## src/rtl/switch_scheduler.sv

```systemverilog
// ============================================================================
//  Module      : switch_scheduler
//  Description : Per-output round-robin scheduler for the 4-port switch.
//                Pops one input FIFO per output grant, drives output mux
//                select/active, and inserts recovery cycles after each grant.
//                Optional statistics counters under macro SCHED_STATS_EN.
//  Revision    : 1.0  initial release
// ============================================================================
`default_nettype none

module switch_scheduler #(
  parameter int NUM_PORTS      = 4,
  parameter int RECOVER_CYCLES = 1,
  parameter int CNT_WIDTH      = 16
) (
  input  logic                 clk,
  input  logic                 rst_n,
  input  logic [3:0]           port_reqs,
  input  logic [3:0]           port0_dst,
  input  logic [3:0]           port1_dst,
  input  logic [3:0]           port2_dst,
  input  logic [3:0]           port3_dst,
  output logic [3:0]           grant_bus,
  output logic [1:0]           mux_sel0,
  output logic [1:0]           mux_sel1,
  output logic [1:0]           mux_sel2,
  output logic [1:0]           mux_sel3,
  output logic                 active0,
  output logic                 active1,
  output logic                 active2,
  output logic                 active3,
  output logic                 err_bad_dst
`ifdef SCHED_STATS_EN
  ,
  output logic [CNT_WIDTH-1:0] grant_cnt0,
  output logic [CNT_WIDTH-1:0] grant_cnt1,
  output logic [CNT_WIDTH-1:0] grant_cnt2,
  output logic [CNT_WIDTH-1:0] grant_cnt3,
  output logic [CNT_WIDTH-1:0] conflict_cnt
`endif
);

  localparam logic [1:0] ST_IDLE    = 2'd0;
  localparam logic [1:0] ST_GRANT   = 2'd1;
  localparam logic [1:0] ST_RECOVER = 2'd2;
  localparam logic [1:0] REC_LAST   = 2'(RECOVER_CYCLES - 1);
  localparam logic [1:0] MASK_INIT  = 2'(RECOVER_CYCLES);

  generate
    if (NUM_PORTS != 4) begin : g_bad_num_ports
      $error("switch_scheduler: only NUM_PORTS=4 is supported");
    end
    if (RECOVER_CYCLES < 1 || RECOVER_CYCLES > 3) begin : g_bad_recover
      $error("switch_scheduler: RECOVER_CYCLES must be 1..3");
    end
  endgenerate

  logic [3:0] dst [4];
  logic [3:0] onehot;
  logic [3:0] masked;
  logic [3:0] elig [4];      // elig[j][i]: input i may be granted output j
  logic [1:0] state [4];
  logic [1:0] rcnt  [4];
  logic [1:0] ptr   [4];
  logic [1:0] sel   [4];
  logic [1:0] win   [4];
  logic [1:0] mask_cnt [4];
  logic [3:0] act;
  logic [3:0] found;
  logic [3:0] decide;
  logic [3:0] take;
  logic [3:0] grant_nxt;
  logic       conflict;
  logic       dup;

  assign dst[0] = port0_dst;
  assign dst[1] = port1_dst;
  assign dst[2] = port2_dst;
  assign dst[3] = port3_dst;

  // Eligibility, per-output round-robin search and grant collection
  always_comb begin
    grant_nxt = '0;
    conflict  = 1'b0;
    dup       = 1'b0;
    for (int i = 0; i < 4; i++) begin
      onehot[i] = (dst[i] != 4'd0) && ((dst[i] & (dst[i] - 4'd1)) == 4'd0);
      masked[i] = (mask_cnt[i] != 2'd0);
    end
    for (int j = 0; j < 4; j++) begin
      for (int i = 0; i < 4; i++) begin
        elig[j][i] = port_reqs[i] & onehot[i] & dst[i][j] & ~masked[i];
      end
      // The final recovery cycle doubles as the next arbitration cycle.
      decide[j] = (state[j] == ST_IDLE) ||
                  ((state[j] == ST_RECOVER) && (rcnt[j] == REC_LAST));
      found[j] = 1'b0;
      win[j]   = 2'd0;
      for (int k = 1; k <= 4; k++) begin
        if (!found[j] && elig[j][2'(ptr[j] + 2'(k))]) begin
          found[j] = 1'b1;
          win[j]   = 2'(ptr[j] + 2'(k));
        end
      end
      take[j] = decide[j] & found[j];
      if (decide[j] && ($countones(elig[j]) >= 2)) conflict = 1'b1;
      if (take[j]) begin
        if (grant_nxt[win[j]]) dup = 1'b1;
        grant_nxt[win[j]] = 1'b1;
      end
    end
  end

  // Per-output FSMs, registered outputs and per-input recovery masks
  always_ff @(posedge clk or negedge rst_n) begin
    if (!rst_n) begin
      grant_bus   <= '0;
      act         <= '0;
      err_bad_dst <= 1'b0;
      for (int j = 0; j < 4; j++) begin
        state[j]    <= ST_IDLE;
        rcnt[j]     <= 2'd0;
        ptr[j]      <= 2'd3;
        sel[j]      <= 2'd0;
        mask_cnt[j] <= 2'd0;
      end
    end else begin
      grant_bus   <= grant_nxt;
      act         <= take;
      err_bad_dst <= err_bad_dst | (|(port_reqs & ~onehot));
      for (int i = 0; i < 4; i++) begin
        if (grant_nxt[i])             mask_cnt[i] <= MASK_INIT;
        else if (mask_cnt[i] != 2'd0) mask_cnt[i] <= mask_cnt[i] - 2'd1;
      end
      for (int j = 0; j < 4; j++) begin
        case (state[j])
          ST_IDLE: begin
            if (take[j]) begin
              state[j] <= ST_GRANT;
              sel[j]   <= win[j];
            end
          end
          ST_GRANT: begin
            ptr[j]   <= sel[j];
            rcnt[j]  <= 2'd0;
            state[j] <= ST_RECOVER;
          end
          ST_RECOVER: begin
            if (rcnt[j] == REC_LAST) begin
              if (take[j]) begin
                state[j] <= ST_GRANT;
                sel[j]   <= win[j];
              end else begin
                state[j] <= ST_IDLE;
              end
            end else begin
              rcnt[j] <= rcnt[j] + 2'd1;
            end
          end
          default: state[j] <= ST_IDLE;
        endcase
      end
    end
  end

  assign mux_sel0 = sel[0];
  assign mux_sel1 = sel[1];
  assign mux_sel2 = sel[2];
  assign mux_sel3 = sel[3];
  assign active0  = act[0];
  assign active1  = act[1];
  assign active2  = act[2];
  assign active3  = act[3];

`ifndef SYNTHESIS
  // One-hot destinations must make a double pop impossible
  assert property (@(posedge clk) disable iff (!rst_n) !dup);
`endif

`ifdef SCHED_STATS_EN
  logic [CNT_WIDTH-1:0] gcnt [4];
  logic [CNT_WIDTH-1:0] ccnt;

  // Saturating grant and conflict statistics
  always_ff @(posedge clk or negedge rst_n) begin
    if (!rst_n) begin
      ccnt <= '0;
      for (int j = 0; j < 4; j++) gcnt[j] <= '0;
    end else begin
      if (conflict && (ccnt != '1)) ccnt <= ccnt + 1'b1;
      for (int j = 0; j < 4; j++) begin
        if ((state[j] == ST_GRANT) && (gcnt[j] != '1)) gcnt[j] <= gcnt[j] + 1'b1;
      end
    end
  end

  assign grant_cnt0   = gcnt[0];
  assign grant_cnt1   = gcnt[1];
  assign grant_cnt2   = gcnt[2];
  assign grant_cnt3   = gcnt[3];
  assign conflict_cnt = ccnt;
`endif

endmodule

`default_nettype wire
```

## config.mk

```make
export PLATFORM = sky130hd
export DESIGN_NAME = switch_scheduler
export DESIGN_NICKNAME = d
export VERILOG_FILES = /design/src/rtl/switch_scheduler.sv
export SDC_FILE = /design/constraint.sdc
export NUM_CORES = 1
export LEC_CHECK = 0
export BUFFER_PORTS_ARGS = -buffer_cell sky130_fd_sc_hd__buf_2
export CORE_MARGIN = 3
export CORE_UTILIZATION = 50
export CTS_CLUSTER_SIZE = 8
export DETAILED_ROUTE_END_ITERATION = 8
export MAX_ROUTING_LAYER = met4
export PLACE_DENSITY = 0.84
export SLEW_MARGIN = 10
export SYNTH_ARGS = -nofsm -noshare
export SYNTH_HDL_FRONTEND = slang
export SYNTH_SLANG_ARGS = --single-unit
```

## constraint.sdc

```tcl
create_clock -name clk -period 2.45 [get_ports clk]
set_clock_uncertainty 0.05 [all_clocks]
set_input_delay 0.49 -clock clk [delete_from_list [all_inputs] [get_ports clk]]
set_output_delay 0.49 -clock clk [all_outputs]
set_load 0.05 [all_outputs]
```

==> reports/results.txt <==
R2R cell count -> 8
Startpoint Class -> flop
Max Cap Viol -> 0
Layout area overhead -> 19.8%
Synth warnings -> 0
vias in the first global route -> 2813
RSZ-0062 raised after global routing -> false
Final nets -> 415
crit path max fanout -> 5
routability congestion estimate from global placement -> 0.968
Core Region -> 5680 um^2
r2r endpoint -> mask_cnt[1]$_DFFE_PN0P_
worst hold path type -> in2async
layout cells sized above 1 -> 29.8%
die area -> 6970 um^2
clk buf depth -> 2
CTS buffer count -> 5
DRT antenna net count -> 0
placed cells -> 450
Synth Cell Area -> 3000 um^2
minimum clock period -> 2.38 ns
Synth cell types -> 70
Pwr Density -> 706 nW/um^2
vias -> 2782
Detail Placement HPWL -> 6.09 mm
leakage power -> 1.68 nW
critical path class -> reg2reg
Arr. time, crit path -> 2.51 ns
top cell type's share of synthesized area -> 34.2%
DRT Pass-1 Iters -> 5
slew margin rel. -> 68.8%
post-synth top area cell -> dfrtp_1
Net Count, Synth -> 346
TritonCTS clock tree -> done
initial antenna violation count -> 0
ys flop type -> dfrtp_1
Synth Instances -> 316
H-tree lvl count -> 2
Total GRT Usage -> 23.3%
Starting Density -> 52.9%
final setup fails -> 0
clk sink count -> 49
GRT overflow -> 0
# DRC -> 0
final hold violations -> 0
top post-synthesis cells by area -> dfrtp_1, dfstp_2, nand2_1
worst hold slack -> 0.0818 ns
Ant. Diodes -> 0
Setup crit end kind -> flop
cts hold-fix bufs -> 0
Post-synth EDFFs -> 0
drt total wl -> 7.69 mm
IO Pins -> 39
reg-to-reg setup timing slack -> 0.07 ns
status -> finished clean
Max Transition Viols Final -> 0
Slew @ Worst Pin -> 0.468 ns
Clk Latency, worst-skew pair -> 0.30 ns
# port buffers -> 38
first-pass GRT wire length -> 13.0 mm
clock root buffer -> clkbuf_8
worst path required time -> 2.59 ns
routed length per instance -> 16.8 um
RR Startpoint -> mask_cnt[0]$_DFFE_PN0P_
maximum VDD drop -> 0.404 mV
mean post-synth cell area -> 9.51 um^2
Finished Layout Cells -> 458
CTS clk-pin slew, worst paths -> 0.09 ns
Core Rows -> 27
FF+latch count, synth -> 49
initial detailed-routing violation count -> 239
sequential share of the synthesized area -> 41.1%
largest net degree at the start of global routing -> 22
f_max -> 421 MHz
vias per std cell -> 6.07
Async SR Flop Fraction -> 100%
Die X -> 83.5 um
Die Height -> 83.5 um
period utilisation layout -> 97.0%
[power breakdown]
part / internal [W] / switching [W] / leakage [nW] / total, W
combinational: 0.000392 / 0.000578 / 1.01 / 0.000970
clock: 0.000198 / 0.000253 / 0.0450 / 0.000452
sequential: 0.000988 / 0.000129 / 0.627 / 0.00112
total: 0.00158 / 0.000961 / 1.68 / 0.00254
[how the worst max path moves through the flow]
stage	slack, ns	from	endpoint
global route	0.004	mask_cnt[0]$_DFFE_PN0P_	mask_cnt[1]$_DFFE_PN0P_
finish	0.07	mask_cnt[0]$_DFFE_PN0P_	mask_cnt[1]$_DFFE_PN0P_
CTS	0.006	mask_cnt[6]$_DFFE_PN0P_	grant_bus[2]$_DFF_PN0_
detailed placement	-0.05	port3_dst[1]	mask_cnt[3]$_DFFE_PN0P_
global placement	0.02	port2_dst[1]	mask_cnt[3]$_DFFE_PN0P_
floorplan	0.16	mask_cnt[0]$_DFFE_PN0P_	mask_cnt[1]$_DFFE_PN0P_
[kinds of logic (layout without fill, tap and decap cells)]
| logic type | Yosys count | after routing | share of synthesized area [%] |
|---|---|---|---|
| XOR/XNOR | 4 | 4 | 1.17 |
| buffers and inverters | 35 | 105 | 4.46 |
| AO/OA/AOI/OAI | 93 | 93 | 23.5 |
| AND/OR/NAND/NOR | 118 | 118 | 23.0 |
| adder cells (fa/ha/maj) | 8 | 8 | 3.33 |
| flip-flops | 49 | 49 | 41.1 |
| multiplexers | 9 | 9 | 3.37 |
[routing by layer]
metal | track usage (%) | routed length, um
met2 | 38.6 | 3740
met1 | 29.4 | 3290
met5 | - | 0
met3 | 4.54 | 506
met4 | 6.43 | 156
[synthesized netlist by cell type, types with 4 or more instances]
library cell	instances
a21oi_1	6
a22o_1	9
and3_1	4
dfrtp_1	41
dfstp_2	8
ha_1	8
inv_1	30
mux2_2	9
nand2_1	33
nand2b_1	11
nand3_1	9
nand4_1	4
nor2_1	12
nor2b_1	12
nor3_1	5
o211ai_1	5
o21ai_0	22
o21bai_1	5
o22a_1	4
o31ai_1	5
xor2_1	4
[metrics by stage]
stage          setup slack [ns]  cell area, um^2  power (W)  TNS (ns)  utilization (%)
5_1_grt                 0.00423             3600    0.00270         0             63.4
6_report                 0.0742             3600    0.00254         0             63.4
3_3_place_gp             0.0224             3480    0.00200         0             61.3
3_5_place_dp            -0.0492             3480    0.00206    -0.121             61.3
4_1_cts                 0.00594             3560    0.00251         0             62.7
2_1_floorplan             0.162             3000    0.00174         0                -
[critical path: stages, from the launching register on]
cell and delay, ns:
dfrtp_1 0.40, inv_1 0.07, ha_2 0.20, nand4b_1 0.14, or4_1 0.42, o2111a_1 0.18, or4_4 0.47, a2bb2oi_2 0.17
and3_1 0.17
[placed cells by master (no fill, tap or decap), drive strengths merged, types with 11 or more instances in the layout]
master / synthesis / layout
o21ai: 24 / 24
nand2b: 11 / 11
dfrtp: 41 / 41
nand2: 34 / 34
nor2b: 12 / 12
inv: 30 / 30
nor2: 12 / 12
buf: 1 / 66
[area by class of cell]
class / instances / area, um^2
inverters: 31 / 118
fillers: 472 / 2080
flip-flops and latches: 49 / 1240
well taps: 72 / 90.1
repair buffers: 66 / 400
multi-input cells: 232 / 1670
clock inverters: 2 / 10.0
clock buffers: 6 / 72.6
[timing repair]
action	in CTS	in global routing
gates resized for setup	0	10
setup buffers	0	0
endpoints found under the setup margin	0	12
[sequential cells by signal, indices dropped and copies added (netlist names)]
register     cells
mux_sel2         2
state            8
mux_sel3         2
mask_cnt         8
err_bad_dst      1
rcnt             8
grant_bus        4
act              4
ptr              8
mux_sel0         2
mux_sel1         2
Power figures use the tool's default switching activity.
